File: config.mk
export PLATFORM = sky130hd
export DESIGN_NAME = md_sched_flat
export DESIGN_NICKNAME = d
export VERILOG_FILES = /design/src/rtl/md_sched_pkg.sv /design/src/rtl/md_sched_if.sv /design/src/rtl/md_sched_arith.sv /design/src/rtl/md_sched.sv /design/src/flat_wrapper.sv
export SDC_FILE = /design/constraint.sdc
export NUM_CORES = 2
export LEC_CHECK = 0
export CORE_ASPECT_RATIO = 1.1
export CORE_MARGIN = 4
export CORE_UTILIZATION = 45
export CTS_BUF_LIST = sky130_fd_sc_hd__clkbuf_4 sky130_fd_sc_hd__clkbuf_8
export DETAILED_ROUTE_END_ITERATION = 16
export MAX_ROUTING_LAYER = met4
export SLEW_MARGIN = 15
export SYNTH_ARGS = -nofsm -noshare
export SYNTH_HDL_FRONTEND = slang
export SYNTH_SLANG_ARGS = --single-unit
File: constraint.sdc
create_clock -name clk -period 2.44 [get_ports clk]
set_input_delay 0.366 -clock clk [delete_from_list [all_inputs] [get_ports clk]]
set_output_delay 0.366 -clock clk [all_outputs]
set_load 0.05 [all_outputs]
File: src/rtl/md_sched_pkg.sv
// md_pkg: shared definitions for the multiply/divide scheduler.
//   - op encodings driven on op_E by the EX stage
//   - FSM state encoding used by md_sched
//   - is_muldiv(): true for ops that occupy the resource (MULT/MULTU/DIV/DIVU)
package md_pkg;

  typedef enum logic [2:0] {
    MD_MULT  = 3'd0,
    MD_MULTU = 3'd1,
    MD_DIV   = 3'd2,
    MD_DIVU  = 3'd3,
    MD_MTHI  = 3'd4,
    MD_MTLO  = 3'd5
  } md_op_e;

  typedef enum logic {
    ST_IDLE = 1'b0,
    ST_BUSY = 1'b1
  } md_state_e;

  // Latencies are limited to 1..31, so a 5-bit down-counter suffices.
  localparam int unsigned CNT_W = 5;

  function automatic logic is_muldiv(input logic [2:0] op);
    return (op == MD_MULT) || (op == MD_MULTU) || (op == MD_DIV) || (op == MD_DIVU);
  endfunction

endpackage

File: src/rtl/md_sched_if.sv
// md_sched_if: EX-side request bus and ID-side interlock/result signals of the
// multiply/divide scheduler.
//   master (pipeline side): drives start_E, op_E, A_E, B_E, mulEnable_D, cancel;
//                           receives stall_md, busy, done, HI, LO
//   slave  (md_sched)     : the mirror image
interface md_sched_if;
  logic        start_E;
  logic [2:0]  op_E;
  logic [31:0] A_E;
  logic [31:0] B_E;
  logic        mulEnable_D;
  logic        cancel;
  logic        stall_md;
  logic        busy;
  logic        done;
  logic [31:0] HI;
  logic [31:0] LO;

  modport master (
    output start_E, op_E, A_E, B_E, mulEnable_D, cancel,
    input  stall_md, busy, done, HI, LO
  );

  modport slave (
    input  start_E, op_E, A_E, B_E, mulEnable_D, cancel,
    output stall_md, busy, done, HI, LO
  );
endinterface

File: src/rtl/md_sched_arith.sv
// md_arith: purely combinational multiply/divide datapath.
//   op_i        : md_pkg op code
//   a_i, b_i    : rs / rt operands
//   hi_o, lo_o  : product {hi,lo}, or remainder (hi) / quotient (lo)
// Divide by zero yields hi=a, lo=all ones for both signed and unsigned.
// Signed ops work on magnitudes and re-apply the sign, which makes
// 0x8000_0000 / -1 come out as lo=0x8000_0000, hi=0 without a special case.
module md_arith
  import md_pkg::*;
(
  input  logic [2:0]  op_i,
  input  logic [31:0] a_i,
  input  logic [31:0] b_i,
  output logic [31:0] hi_o,
  output logic [31:0] lo_o
);

  logic        signed_op;
  logic        a_neg;
  logic        b_neg;
  logic [31:0] a_mag;
  logic [31:0] b_mag;
  logic [31:0] b_div;
  logic [63:0] prod_mag;
  logic [63:0] prod;
  logic [31:0] q_mag;
  logic [31:0] r_mag;
  logic [31:0] quot;
  logic [31:0] rem;

  always_comb begin
    signed_op = (op_i == MD_MULT) || (op_i == MD_DIV);
    a_neg     = signed_op & a_i[31];
    b_neg     = signed_op & b_i[31];
    a_mag     = a_neg ? (~a_i + 32'd1) : a_i;
    b_mag     = b_neg ? (~b_i + 32'd1) : b_i;

    prod_mag  = {32'd0, a_mag} * {32'd0, b_mag};
    prod      = (a_neg ^ b_neg) ? (~prod_mag + 64'd1) : prod_mag;

    // Keep the divider operand non-zero so simulation never sees x/0;
    // the zero-divisor result is substituted below anyway.
    b_div     = (b_i == 32'd0) ? 32'd1 : b_mag;
    q_mag     = a_mag / b_div;
    r_mag     = a_mag % b_div;
    quot      = (a_neg ^ b_neg) ? (~q_mag + 32'd1) : q_mag;
    rem       = a_neg ? (~r_mag + 32'd1) : r_mag;

    hi_o = 32'd0;
    lo_o = 32'd0;
    case (op_i)
      MD_MULT, MD_MULTU: begin
        hi_o = prod[63:32];
        lo_o = prod[31:0];
      end
      MD_DIV, MD_DIVU: begin
        if (b_i == 32'd0) begin
          hi_o = a_i;
          lo_o = 32'hFFFF_FFFF;
        end else begin
          hi_o = rem;
          lo_o = quot;
        end
      end
      default: begin
        hi_o = 32'd0;
        lo_o = 32'd0;
      end
    endcase
  end

endmodule

File: src/rtl/md_sched.sv
// md_sched: sequencer and interlock for the shared multiply/divide unit.
//   clk, rst_n : clock, asynchronous active-low reset
//   bus        : md_sched_if.slave
//                start_E/op_E/A_E/B_E  - op offered by EX
//                mulEnable_D           - ID instruction needs the unit or HI/LO
//                cancel                - abort in-flight op (MD_CANCEL_EN builds)
//                stall_md              - freeze ID (combinational)
//                busy/done             - op in flight / one-cycle commit pulse
//                HI/LO                 - architectural registers
// Build option: define MD_CANCEL_EN to honour cancel; otherwise it is ignored.
// MUL_LAT / DIV_LAT must lie in 1..31.
//
// state   | meaning
// --------+-------------------------------------------------------------
// ST_IDLE | unit free; accepts mult/div/mthi/mtlo from EX
// ST_BUSY | result held in pending, counting down to commit at cnt==0
module md_sched
  import md_pkg::*;
#(
  parameter int unsigned MUL_LAT = 5,
  parameter int unsigned DIV_LAT = 10
) (
  input  logic       clk,
  input  logic       rst_n,
  md_sched_if.slave  bus
);

  localparam logic [CNT_W-1:0] MUL_CNT = 5'(MUL_LAT - 1);
  localparam logic [CNT_W-1:0] DIV_CNT = 5'(DIV_LAT - 1);

  md_state_e        state_q, state_d;
  logic [CNT_W-1:0] cnt_q, cnt_d;
  logic [31:0]      pend_hi_q, pend_hi_d;
  logic [31:0]      pend_lo_q, pend_lo_d;
  logic [31:0]      hi_q, hi_d;
  logic [31:0]      lo_q, lo_d;
  logic             done_q, done_d;
  logic [31:0]      arith_hi;
  logic [31:0]      arith_lo;
  logic             cancel_w;

`ifdef MD_CANCEL_EN
  assign cancel_w = bus.cancel;
`else
  logic unused_cancel;
  assign unused_cancel = bus.cancel;
  assign cancel_w      = 1'b0;
`endif

  md_arith u_arith (
    .op_i (bus.op_E),
    .a_i  (bus.A_E),
    .b_i  (bus.B_E),
    .hi_o (arith_hi),
    .lo_o (arith_lo)
  );

  always_comb begin
    state_d   = state_q;
    cnt_d     = cnt_q;
    pend_hi_d = pend_hi_q;
    pend_lo_d = pend_lo_q;
    hi_d      = hi_q;
    lo_d      = lo_q;
    done_d    = 1'b0;

    case (state_q)
      ST_IDLE: begin
        // cancel has no meaning here; a start on the same edge always wins.
        if (bus.start_E) begin
          case (bus.op_E)
            MD_MULT, MD_MULTU: begin
              pend_hi_d = arith_hi;
              pend_lo_d = arith_lo;
              cnt_d     = MUL_CNT;
              state_d   = ST_BUSY;
            end
            MD_DIV, MD_DIVU: begin
              pend_hi_d = arith_hi;
              pend_lo_d = arith_lo;
              cnt_d     = DIV_CNT;
              state_d   = ST_BUSY;
            end
            MD_MTHI: hi_d = bus.A_E;
            MD_MTLO: lo_d = bus.A_E;
            default: ;
          endcase
        end
      end
      ST_BUSY: begin
        // A start here is a protocol violation and is simply ignored.
        if (cancel_w) begin
          pend_hi_d = 32'd0;
          pend_lo_d = 32'd0;
          cnt_d     = '0;
          state_d   = ST_IDLE;
        end else if (cnt_q == '0) begin
          hi_d    = pend_hi_q;
          lo_d    = pend_lo_q;
          done_d  = 1'b1;
          state_d = ST_IDLE;
        end else begin
          cnt_d = cnt_q - 5'd1;
        end
      end
      default: state_d = ST_IDLE;
    endcase
  end

  always_ff @(posedge clk or negedge rst_n) begin
    if (!rst_n) begin
      state_q   <= ST_IDLE;
      cnt_q     <= '0;
      pend_hi_q <= 32'd0;
      pend_lo_q <= 32'd0;
      hi_q      <= 32'd0;
      lo_q      <= 32'd0;
      done_q    <= 1'b0;
    end else begin
      state_q   <= state_d;
      cnt_q     <= cnt_d;
      pend_hi_q <= pend_hi_d;
      pend_lo_q <= pend_lo_d;
      hi_q      <= hi_d;
      lo_q      <= lo_d;
      done_q    <= done_d;
    end
  end

  assign bus.busy     = (state_q == ST_BUSY);
  assign bus.done     = done_q;
  assign bus.HI       = hi_q;
  assign bus.LO       = lo_q;
  // Stall already in the start cycle so the ID consumer never races the accept.
  assign bus.stall_md = bus.mulEnable_D &
                        ((state_q == ST_BUSY) | (bus.start_E & is_muldiv(bus.op_E)));

  md_start_busy: assert property (@(posedge clk) disable iff (!rst_n)
                                  !(bus.start_E && (state_q == ST_BUSY)));

endmodule

File: src/flat_wrapper.sv
// flat-port wrapper written by rule: the top's interface ports become plain ports
module md_sched_flat import md_pkg::*;
#(
  parameter int unsigned MUL_LAT = 5,
  parameter int unsigned DIV_LAT = 10
)
  (clk, rst_n, bus_start_E, bus_op_E, bus_A_E, bus_B_E, bus_mulEnable_D, bus_cancel, bus_stall_md, bus_busy, bus_done, bus_HI, bus_LO);
  md_sched_if bus_i ();
  input  logic clk;
  input  logic rst_n;
  input wire logic [$bits(bus_i.start_E)-1:0] bus_start_E;
  input wire logic [$bits(bus_i.op_E)-1:0] bus_op_E;
  input wire logic [$bits(bus_i.A_E)-1:0] bus_A_E;
  input wire logic [$bits(bus_i.B_E)-1:0] bus_B_E;
  input wire logic [$bits(bus_i.mulEnable_D)-1:0] bus_mulEnable_D;
  input wire logic [$bits(bus_i.cancel)-1:0] bus_cancel;
  output wire logic [$bits(bus_i.stall_md)-1:0] bus_stall_md;
  output wire logic [$bits(bus_i.busy)-1:0] bus_busy;
  output wire logic [$bits(bus_i.done)-1:0] bus_done;
  output wire logic [$bits(bus_i.HI)-1:0] bus_HI;
  output wire logic [$bits(bus_i.LO)-1:0] bus_LO;
  assign bus_i.start_E = bus_start_E;
  assign bus_i.op_E = bus_op_E;
  assign bus_i.A_E = bus_A_E;
  assign bus_i.B_E = bus_B_E;
  assign bus_i.mulEnable_D = bus_mulEnable_D;
  assign bus_i.cancel = bus_cancel;
  assign bus_stall_md = bus_i.stall_md;
  assign bus_busy = bus_i.busy;
  assign bus_done = bus_i.done;
  assign bus_HI = bus_i.HI;
  assign bus_LO = bus_i.LO;
  md_sched #(.MUL_LAT(MUL_LAT), .DIV_LAT(DIV_LAT)) u_core (.clk(clk), .rst_n(rst_n), .bus(bus_i));
endmodule
## After elaboration in Yosys (flattened, before gate mapping)

Cells that the tools add are included.

- Word-level logic and storage cells: 88
- Register bits after elaboration: 135
- Output and inout port bits: 67
- Bits of input ports: 72

- Div/mod/pow operators: 2
- Add/subtract/negate cells: 6
- Equal/unequal tests: 12
- Reduce and logical (&&, ||, !) cells: 14
- Mux-type cells: 34
- Bitwise operators: 12
- Multiply operators: 1

Operators by type and width:

| kind | count |
|---|---|
| 32-bit 2-to-1 mux | 21 |
| 32-bit by 1-bit adder with 32-bit output, second input constant | 4 |
| 32-bit inverter | 4 |
| 32-bit case mux with 2 select lines | 2 |
| 64-bit by 1-bit adder with 64-bit output, second input constant | 1 |
| 32-bit by 32-bit multiplier with 64-bit output | 1 |
| 64-bit 2-to-1 mux | 1 |
| 64-bit inverter | 1 |
| 32-bit by 32-bit divider with 32-bit output | 1 |
| 32-bit logical NOT | 1 |
| 32-bit by 32-bit remainder unit with 32-bit output | 1 |
| 5-bit case mux with 2 select lines | 2 |
| 2-bit inequality test, second input constant | 6 |
| 3-bit AND reduction | 4 |
| 5-bit 2-to-1 mux | 2 |
| 3-bit by 2-bit == test with 1-bit output, second input constant | 2 |
| 3-bit == test, second input constant | 2 |
| 5-bit logical NOT | 1 |
| 1-bit 2-to-1 mux | 5 |
| 5-bit by 1-bit subtractor with 5-bit output, second input constant | 1 |
| 1-bit AND | 4 |
| 1-bit logical OR | 4 |
| 2-bit OR reduction | 2 |
| 4-bit OR reduction | 1 |
| 7 further kinds | 7 |

## Logic depth before layout (Yosys ltp)

- Depth after elaboration: 14
- Mapped depth: 386
- Mapped depth without buffers: 350

## By module

A second synthesis with hierarchy kept.

- Cell total of the unflattened synthesis: 10,018
- Area, all modules: 75,597.5 µm²

Modules (own cells, without submodules):

| module | times used | seq. area each (µm²) | area each (µm²) | cells each |
|---|---|---|---|---|
| md_arith | 1 | 0.0 | 69,594.2 | 9,537 |
| md_sched | 1 | 3,378.2 | 6,003.3 | 481 |

## Worst setup path after synthesis

Ideal clock, no wire load.

- Kind: input-to-reg
- Start: input bus_B_E[0]
- End: register u_core.pend_hi_q[22]
- Data arrival time: 79,136 ps
- Stages: 354
- Path buffers: 64
- Setup time: 126 ps
- Setup slack: -76,822 ps
- Required time: 2,314 ps
- Cell sequence: inv_1 clkbuf_1 ha_1 nor3b_2 buf_4 nand4_2 or2_1 or4_1 buf_2 a32o_1 nor4_4 nand3_2 or4_1 nand2_1 o21ai_0 ha_1 or4b_2 a311oi_1 [... 318 more ...] clkbuf_1 buf_1 buf_1 clkbuf_1 nand2_1 o21ai_0 ha_1 inv_1 a2111oi_0 and2_1 nand2b_1 or4b_4 nand4bb_4 o21ai_1 xor2_1 nor2_1 a211oi_1 o21ai_1

- Word-level cells in the longest chain between the ends: 13
- Elaborated cells between the ends (all ways): 18
- Those cells by class: add/sub (3); mul (1); div (1); mux (9); bitwise (3); reduce/logical (1)

RTL lines:

| item | line | text |
|---|---|---|
| from (decl) | flat_wrapper.sv:14 | `input wire logic [$bits(bus_i.B_E)-1:0] bus_B_E;` |
| 32-bit inverter | md_sched_arith.sv:36 | `b_mag = b_neg ? (~b_i + 32'd1) : b_i;` |
| 32-bit by 1-bit adder with 32-bit output | md_sched_arith.sv:36 |  |
| 32-bit 2-to-1 mux | md_sched_arith.sv:36 |  |
| 32-bit 2-to-1 mux | md_sched_arith.sv:43 | `b_div = (b_i == 32'd0) ? 32'd1 : b_mag;` |
| 32-bit by 32-bit remainder unit with 32-bit output | md_sched_arith.sv:45 | `r_mag = a_mag % b_div;` |
| 32-bit inverter | md_sched_arith.sv:47 | `rem = a_neg ? (~r_mag + 32'd1) : r_mag;` |
| 32-bit by 1-bit adder with 32-bit output | md_sched_arith.sv:47 |  |
| 32-bit 2-to-1 mux | md_sched_arith.sv:47 |  |
| 32-bit 2-to-1 mux | md_sched_arith.sv:57 | `if (b_i == 32'd0) begin` |
| 32-bit 2-to-1 mux * | - |  |
| 32-bit 2-to-1 mux * | md_sched.sv:71 | `case (bus.op_E)` |
| 32-bit 2-to-1 mux * | md_sched.sv:70 | `if (bus.start_E) begin` |
| 32-bit 2-to-1 mux * | md_sched.sv:67 | `case (state_q)` |
| to (signal assigned) | md_sched.sv:122 | `pend_hi_q <= pend_hi_d;` |
| to (decl) | md_sched.sv:33 | `logic [31:0] pend_hi_q, pend_hi_d;` |

Every way passes the cells marked *; elsewhere a longest branch is shown, timed or not. The select of a mux whose other input is x is not followed.
A chain may end at the register's enable or synchronous reset.

## Worst setup path in the final report

- Start: input bus_B_E[29]
- End: register u_core.pend_hi_q[26]

Same word-level chain as after synthesis.

==> impl_metrics.csv <==
group,metric,value,unit
run_status,status,"finished with violations",
run_status,violations,"setup timing",
sta,period_share,2770,%
synth,synth_fp_nets,11900,
synth,async_flop_share,100,%
route,avgViaCountPerCell,5.99,
cts,htreeDepth,4,
synth,syn-cell-area,0.0752,sq mm
synth,yosysWarnings,0,
route,wl_per_cell,26.5,um
layout,syn_to_final_growth,50.1,%
worst_setup_path,crit_path_max_incr_delay,0.58,ns
sta,fin_crit,67.65,ns
worst_setup_path,reg2regPathDepth,4,
worst_setup_path,reg2reg_to,"u_core.bus.LO[1]$_DFFE_PN0P_",
layout,final_common_cell,"buf_4",
synth,synth_top_cell_by_area,"fa_1",
floorplan,dieArea,0.174,sq mm
synth,synth_top_area_share,23.9,%
worst_setup_path,path_max_fanout,10,
synth,avgSynthCellArea,7.45,sq um
layout,layout_common_cells,"buf_4 (3475), nand2_1 (1435), inv_1 (1147), nor2_1 (940), fa_1 (896)",
cts,clk_latency,0.47,ns
cts,cts_made_buffers,17,
global_route,antenna_found_initial,20,
sta,tightestPinTransition,1.14,ns
synth,dominantRegCellSynth,"dfrtp_1",
synth,synth_seq_cells,135,
worst_setup_path,end_kind,"flop",
flow_run,maxCapViolCount,0,
floorplan,core,0.166,sq mm
synth,yosysSeqAreaShare,4.49,%
cts,cts_root_buf,"clkbuf_8",
global_route,use_met3,9.38,%
global_route,grt_max_degree,53,
layout,num-nets-final,15200,
floorplan,initial_utilization,45.2,%
worst_setup_path,crit_arrival,68.01,ns
layout,layout-drive-gt1-share,35.6,%
route,dr_total_vias,93900,
sta,rsz0062_at_grt,"true",
sta,setup-tns-final,-4129.36,ns
route,ant_nets,0,
global_route,grt_util_met1,55.3,%
placed_design,portBuffers,137,
sta,setup-violations-final,64,
placed_design,dp_hpwl,341,mm
cts,cts.clk_slew.worst_paths,0.10,ns
global_route,grt_pass1_wl,602,mm
global_route,first_global_vias,95200,
worst_setup_path,slowest_stage,"or4b_4",
worst_setup_path,r2r_setup_slack,0.47,ns
floorplan,num_io_pins,139,
worst_setup_path,criticalPathCategory,"input pin to flop",
floorplan,rows,157,
worst_setup_path,r2r-start,"u_core.bus.busy$_DFF_PN0_",
worst_setup_path,cpMostUsedCell,"buf_4",
sta,finalHoldViolCount,0,
global_route,grt_use_met2,71.2,%
route,firstDrtPassIters,9,
sta,finClkSkew,0.0150,ns
sta,timing.fmax,14.8,MHz
floorplan,die_h,437,um
sta,drv_slew,0,
synth,netlist_instances,10100,
route,wl,416,mm
synth,synth_edf_count,0,
sta,slew_headroom,23.7,%
cts,cts_num_sinks,135,
floorplan,dieWidth,398,um
route,dr.first_iter.drc_count,9717,
cts,cts_tree,"yes",
synth,synth_area_leaders,"fa_1 (24%), ha_1 (13%), nand2_1 (7.4%), inv_1 (5.8%), nor2_1 (5.1%)",
worst_setup_path,worstSetupStartpointType,"input pin",
route,drc,0,
sta,setup_slack,-65.21,ns
global_route,grt_overflow,0,
placed_design,place_congestion,1.15,
global_route,grt_use_total,47.6,%
global_route,top_usage_layer,"met2",
hold_path,min_path_type,"input pin to async pin",
synth,ys_types,121,
cts,cts_max_path_buffers,2,
worst_setup_path,required,2.80,ns
[kinds of logic (layout without fill, tap and decap cells)]
| family | Yosys count | count (layout) | share of synthesized area [%] |
|---|---|---|---|
| simple gates | 3591 | 3592 | 21.5 |
| compound gates | 2360 | 2360 | 20.6 |
| fa+ha+maj | 1696 | 1696 | 37.2 |
| buf+inv | 1631 | 4973 | 8.24 |
| xor+xnor | 604 | 604 | 7.03 |
| flops | 135 | 135 | 4.49 |
| mux | 72 | 72 | 1.02 |
| other cells | 0 | 23 | 0 |
[routing by layer]
metal	wire, um	share of wire (%)
met4	47000	11
met2	178000	43
met3	41700	10
met5	0	0
met1	149000	36
[what timing repair did]
item	4_1_cts	5_1_grt
hold buffers	1	0
setup buffers	118	157
pin swaps	155	402
gates cloned	2	1
gates resized for setup	420	560
endpoints found under the setup margin	64	65
hold endpoints to repair	49	0
[cell type report]
type / count / area [sq um]
Clock inverter: 14 / 153
Multi-Input combinational cell: 8324 / 72200
Inverter: 1195 / 4500
Clock buffer: 18 / 248
Antenna cell: 23 / 57.6
Tap cell: 2226 / 2790
Sequential cell: 135 / 3380
Fill cell: 14000 / 53500
Timing Repair Buffer: 3746 / 29600
[worst max-delay path: cells and delay by family]
kind / cells / cell delay, ns
simple gates: 99 / 19.54
compound gates: 150 / 29.68
mux: 5 / 1.70
fa+ha+maj: 31 / 7.83
xor+xnor: 3 / 0.52
buf+inv: 55 / 8.12
[cells in the mapped netlist, types with 56 or more instances]
library cell	number
or2_2	65
or3_1	69
dfrtp_1	135
nor2b_1	88
nand3_1	183
o211ai_1	74
ha_1	799
xnor2_1	377
a31oi_1	117
o21ai_0	426
and2_1	65
nand2b_1	68
fa_1	897
clkbuf_1	344
nor3_1	215
a21oi_1	672
nand4_1	85
buf_1	64
o21a_1	151
o31ai_1	68
a21o_1	191
nand2_1	1480
o22ai_1	57
xor2_1	227
o21bai_1	56
a211oi_1	84
inv_1	1170
nor2_1	1019
[worst max path at each step]
| stage | start | to | slack [ns] | depth (start not counted) |
|---|---|---|---|---|
| after floorplan | bus_B_E[0] | u_core.pend_hi_q[22]$_DFFE_PN0P_ | -62.96 | 353 |
| after global placement | bus_B_E[1] | u_core.pend_hi_q[25]$_DFFE_PN0P_ | -70.12 | 330 |
| after detailed placement | bus_B_E[1] | u_core.pend_hi_q[25]$_DFFE_PN0P_ | -70.97 | 339 |
| after CTS | bus_B_E[0] | u_core.pend_hi_q[18]$_DFFE_PN0P_ | -64.39 | 343 |
| after global routing | bus_B_E[29] | u_core.pend_hi_q[22]$_DFFE_PN0P_ | -67.65 | 349 |
| final | bus_B_E[29] | u_core.pend_hi_q[26]$_DFFE_PN0P_ | -65.21 | 343 |
[registers in the layout, summed over array words and instances, names as in the netlist]
signal            count
u_core.bus.HI        32
u_core.pend_hi_q     32
u_core.cnt_q          5
u_core.bus.done       1
u_core.bus.LO        32
u_core.pend_lo_q     32
u_core.bus.busy       1
[through the flow]
stage                     hold slack (ns)  setup WS (ns)  util, %  std cells  area (sq um)
final                               0.413         -65.21     67.8      15700        113000
after detailed placement            0.355         -70.97     63.5      15400        106000
after global placement              0.350         -70.12     63.5      15400        106000
after global routing                0.463         -67.65     67.8      15700        113000
after floorplan                    0.0704         -62.96        -      10100         78000
after CTS                           0.436         -64.39     65.5      15500        109000
Power is not shown: default switching activity piles up to over one toggle a cycle in this logic, so the estimate is an artifact.
